<file path="src/rtl/mux32_to_1.sv">
// Single-bit 32:1 mux built as a five-level binary tree of 2:1 stages,
// with a combinational output and a registered copy.
module mux32_to_1 (
    input  logic        clk,
    input  logic        reset_n,
    input  logic [31:0] in,
    input  logic [4:0]  sel,
    output logic        out,
    output logic        out_q
);

    logic [15:0] lvl0;
    logic [7:0]  lvl1;
    logic [3:0]  lvl2;
    logic [1:0]  lvl3;
    logic        lvl4;
    logic        out_d;

    // Each level consumes one select bit, LSB first; the upper input wins on 1.
    always_comb begin
        lvl0 = '0;
        lvl1 = '0;
        lvl2 = '0;
        lvl3 = '0;
        for (int k = 0; k < 16; k++) begin
            lvl0[k] = sel[0] ? in[2*k+1] : in[2*k];
        end
        for (int k = 0; k < 8; k++) begin
            lvl1[k] = sel[1] ? lvl0[2*k+1] : lvl0[2*k];
        end
        for (int k = 0; k < 4; k++) begin
            lvl2[k] = sel[2] ? lvl1[2*k+1] : lvl1[2*k];
        end
        for (int k = 0; k < 2; k++) begin
            lvl3[k] = sel[3] ? lvl2[2*k+1] : lvl2[2*k];
        end
        lvl4 = sel[4] ? lvl3[1] : lvl3[0];
    end

    assign out = lvl4;

    always_comb begin
        out_d = lvl4;
    end

    always_ff @(posedge clk) begin
        if (!reset_n) begin
            out_q <= 1'b0;
        end else begin
            out_q <= out_d;
        end
    end

endmodule

</file>
<file path="config.mk">
export PLATFORM = sky130hd
export DESIGN_NAME = mux32_to_1
export DESIGN_NICKNAME = d
export VERILOG_FILES = /design/src/rtl/mux32_to_1.sv
export SDC_FILE = /design/constraint.sdc
export NUM_CORES = 1
export LEC_CHECK = 0
export ABC_CLOCK_PERIOD_IN_PS = 1600
export CORE_MARGIN = 2
export CORE_UTILIZATION = 23
export DETAILED_ROUTE_END_ITERATION = 10
export PLACE_DENSITY_LB_ADDON = 0.25
export SYNTH_ARGS = -nofsm -noshare
export SYNTH_HDL_FRONTEND = slang
export SYNTH_SLANG_ARGS = --single-unit
</file>
<file path="constraint.sdc">
create_clock -name clk -period 1.6 [get_ports clk]
set_input_delay 0.32 -clock clk [delete_from_list [all_inputs] [get_ports clk]]
set_output_delay 0.32 -clock clk [all_outputs]
set_load 0.03 [all_outputs]
</file>
==> qor.txt, run 1 <==
status: complete, but fails checks
failing checks: negative setup slack
final setup fails: 2
nature of the critical path startpoint: input port
Post-Synthesis Cell Area: 351.6 um^2
layout cells sized above 1: 36.17%
Starting Density: 23.89%
clk slew on worst S/H paths: 0 ns
clock power share: 0%
minimum clock period: 1.819 ns
number of global-route vias before repair: 525
critical path, cell by cell: clkdlybuf4s50_1 -> mux2i_2 -> a211oi_4 -> a31oi_4 -> nand3_2 -> buf_6
max_cap viols: 0
GPL Wtd Cong: 0.7435
Largest Register: out_q
1st-pass router iterations: 2
max reg flops: 1
RSZ-0062 raised after global routing: yes
CP top delay family: buffers and inverters
Layout area overhead: 172.2%
grt ovf: 0
die width: 43.10 um
total core area: 1471 um^2
Netlist cell types: 19
synth warn: 0
Worst VDD drop: 0.0001175 V
Die Ht: 43.10 um
All-Layer GR Usage: 14.66%
logic gate share of total power: 89.6%
Die Area: 1857 um^2
layout net count: 135
Max Fclk: 549.6 MHz
Worst Tran Pin Value: 0.3028 ns
worst rel slew slack: 79.75%
Top Registers: out_q (1)
Slowest-stage cell, CP: clkdlybuf4s50_1
final worst slack: -0.2195 ns
Required @ worst endpoint: 1.28 ns
WL/cell: 13.54 um
Hold Path Class: in2reg
Min-Delay Endpoint: out_q
pwr/cell area: 285.8 nW/um^2
pre-CTS WS: -0.6771 ns
number of buffers inserted by port buffering: 40
fillers: 136
DRT iter0 DRCs: 3
final HPWL from detailed placement: 1.125 mm
diode count: 0
Crit path largest cell delay: 0.41 ns
via count: 537
Flop pwr share: 10.4%
buffer and inverter count on the worst path: 2
global-route wire length before repair: 2.173 mm
total wire length: 1.489 mm
Post-DRT Antenna Nets: 0
Crit Path Max Fanout: 2
Final Hold Vio Count: 0
total power: 0.2735 mW
DR vias/cell: 4.882
Ports: 41
crit path from: in[3]
largest net degree at the start of global routing: 15
Hold Path Depth: 3
sw frac: 34.69%
Crit Path Category: in2out
commonest non-fill, non-tap cells in the layout: 13 x dlygate4sd2_1, 13 x clkdlybuf4s50_1, 10 x mux2i_1, 10 x dlymetal6s2s_1, 10 x buf_4
drt drc: 0
Worst Setup End Kind: output pin
post-synthesis cell count: 43
worst hold slack: 0.8586 ns
Critical Path AT: 1.50 ns
Synth Register Bits: 1
post-synth net total: 82
CTS Hold Buffers Added: 0
hold path start: reset_n
post-synthesis sequential area ratio: 5.694%
Syn Area/Cell: 8.176 um^2
max-slew violations: 0
num rows: 14
final period utilization: 113.7%
P_int: 0.1787 mW
Static Leak: 0.5020 nW
initial antenna violation count: 0
Psw: 0.09488 mW
## kinds of logic (layout without fill, tap and decap cells)
group	after synthesis	in the layout	share of synthesized area, %
muxes	15	15	43.77
AOI/OAI and AO/OA	14	14	28.47
and+or+nand+nor	10	10	14.59
buffers and inverters	3	54	7.472
DFF	1	1	5.694
## synth_stat cells (all sizes together)
master	number	area [um^2]
mux2i	12	120.1
a21oi	4	20.02
mux2	3	33.78
nand2	3	11.26
nor2b	3	18.77
a211oi	2	20.02
a22oi	2	15.01
a31oi	2	12.51
buf	2	22.52
nand2b	2	12.51
o211ai	2	15.01
a211o	1	8.760
dfxtp	1	20.02
inv	1	3.750
nand3	1	5.000
nor2	1	3.750
o2bb2ai	1	8.760
## per-stage QoR
stage	cell area (um^2)	setup TNS [ns]	instances	utilization (%)
2_1_floorplan	375.4	-0.01836	43	-
5_1_grt	957.2	-0.3662	110	65.05
4_1_cts	858.3	-0.2410	109	58.33
6_report	957.2	-0.2987	110	65.05
3_3_place_gp	837.1	-1.017	107	56.89
3_5_place_dp	837.1	-1.071	107	56.89
## area by class of cell
class	instances	area (um^2)	share of cell area, %
timing repair buffer	53	514.2	53.73
multi-input combinational	39	399.1	41.70
sequential	1	20.02	2.092
tap	16	20.02	2.092
inverter	1	3.754	0.3922
## metal layers
| metal | global-route usage [%] | share of wire, % |
|---|---|---|
| met4 | 0 | 0 |
| met5 | 0 | 0 |
| met2 | 28.96 | 54 |
| met1 | 17.22 | 38 |
| met3 | 2.128 | 8.1 |
## how the worst max path moves through the flow
stage               end  slack, ns  depth (start not counted)
floorplan           out      -0.02                          6
global placement    out      -0.65                          8
detailed placement  out      -0.68                          7
CTS                 out      -0.21                          8
global route        out      -0.26                          6
finish              out      -0.22                          6
## power by group through the flow
stage / logic [mW] / registers [mW] / clock network, mW
floorplan: 0.0829 / 0.0340 / 0
global placement: 0.214 / 0.0285 / 0
detailed placement: 0.217 / 0.0287 / 0
CTS: 0.220 / 0.0285 / 0
global route: 0.260 / 0.0287 / 0
finish: 0.245 / 0.0285 / 0
## timing repair
| action | 4_1_cts | 5_1_grt |
|---|---|---|
| endpoints found under the setup margin | 2 | 2 |
| pin swaps | 9 | 13 |
| buffers inserted | 2 | 1 |
| resized for setup | 32 | 24 |
Note: power is estimated with default switching activity, not from simulation.
==> inputs of run 2 (changes only) <==
- CORE_ASPECT_RATIO: not set -> 0.9
- PLACE_DENSITY: not set -> 0.73
- PLACE_DENSITY_LB_ADDON: 0.25 -> not set
==> qor.txt, run 2 (synthesis results as in run 1) <==
layout net count: 135
commonest non-fill, non-tap cell in the layout: dlygate4sd2_1
Worst Tran Pin Value: 0.3044 ns
Die Area: 1858 um^2
RSZ-0062 raised after global routing: yes
die width: 45.21 um
Worst Setup End Kind: output pin
Crit Path Max Fanout: 14
Worst VDD drop: 0.0001140 V
CTS Hold Buffers Added: 0
commonest non-fill, non-tap cells in the layout: 24 x dlygate4sd2_1, 12 x mux2i_1, 11 x buf_4
1st-pass router iterations: 1
Required @ worst endpoint: 1.28 ns
Final Hold Vio Count: 0
Slowest-stage cell, CP: mux2_4
max-slew violations: 0
status: complete, but fails checks
minimum clock period: 1.700 ns
diode count: 0
Critical Path AT: 1.38 ns
dpl cell area: 855.8 um^2
Finished Cell Area: 904.6 um^2
total power: 0.2528 mW
critical path, cell by cell: buf_8 -> buf_12 -> mux2_4 -> o211ai_1 -> nand3_2 -> buf_6
largest net degree at the start of global routing: 15
Starting Density: 24.56%
Crit Path Category: in2out
via count: 525
FF+latch area: 20.02 um^2
failing checks: negative setup slack
number of buffers inserted by port buffering: 40
final setup fails: 1
layout cells sized above 1: 37.23%
final period utilization: 106.2%
max_cap viols: 0
Post-DRT Antenna Nets: 0
Max Fclk: 588.3 MHz
GPL Wtd Cong: 0.6994
WL/cell: 12.06 um
global-route wire length before repair: 1.966 mm
Die Ht: 41.09 um
initial antenna violation count: 0
Multi-input gate area: 377.9 um^2
final worst slack: -0.09989 ns
grt ovf: 0
All-Layer GR Usage: 14.06%
drt drc: 0
Largest Register: out_q
Top Registers: out_q (1)
clk slew on worst S/H paths: 0 ns
Ports: 41
final HPWL from detailed placement: 1.048 mm
Hold Path Class: in2reg
DRT iter0 DRCs: 0
worst hold slack: 0.8593 ns
num rows: 13
Layout area overhead: 157.3%
Static Leak: 0.4838 nW
Crit path largest cell delay: 0.30 ns
setup TNS: -0.09989 ns
DR vias/cell: 4.817
number of global-route vias before repair: 510
total core area: 1431 um^2
total wire length: 1.315 mm
nature of the critical path startpoint: input port
max reg flops: 1
worst rel slew slack: 79.64%
fillers: 138
pwr/cell area: 279.5 nW/um^2
==> run 2: cell count changes in the layout (fill, tap and decap cells not counted), sizes merged <==
cell,change
buf,+2
dlymetal6s2s,-5
clkbuf,+1
dlygate4sd2,+11
clkdlybuf4s50,-9
==> run 2: worst max-delay path: cells and delay by family <==
kind / cells / cell delay [ns]
simple gates: 1 / 0.11
buf+inv: 3 / 0.39
mux: 1 / 0.30
compound gates: 1 / 0.25
==> run 2: worst paths after layout <==
| kind | startpoint | to | slack [ns] | cells past startpoint |
|---|---|---|---|---|
| worst max-delay path | sel[1] | out | -0.1 | 6 |
| worst min-delay path | reset_n | out_q | 0.86 | 3 |
==> run 2: area by class of cell <==
type                       instances  share of cell area, %
inverter                           1                 0.4149
multi-input combinational         39                  41.77
sequential                         1                  2.213
tap                               15                  2.075
timing repair buffer              53                  53.53
==> run 2: per-layer routing <==
metal	track usage (%)	wire length [um]
met1	16.50	536
met2	28.93	653
met3	1.762	126
met4	0	0
met5	0	0
==> run 2: through the flow <==
stage	std cells	setup slack, ns	util, %
2_1_floorplan	43	-0.01836	-
3_3_place_gp	107	-0.6465	59.79
3_5_place_dp	107	-0.6715	59.79
4_1_cts	109	-0.09759	60.84
5_1_grt	109	-0.1400	63.20
6_report	109	-0.09989	63.20
==> run 2: where the power goes <==
group	switching, mW	internal (mW)
sequential	0.000621	0.0281
clock	0	0
combinational	0.0859	0.138
total	0.0865	0.166
==> run 2: what timing repair did <==
item | 4_1_cts | 5_1_grt
setup endpoints to repair | 2 | 2
pin swaps | 14 | 6
gates cloned | 0 | 0
setup buffers | 2 | 0
gates resized for setup | 58 | 12
==> inputs of run 3 (changes only) <==
- HOLD_SLACK_MARGIN: not set -> 0.02
==> results of run 3 <==
Same layout as run 2: the final DEF is identical, and so are final timing and power.
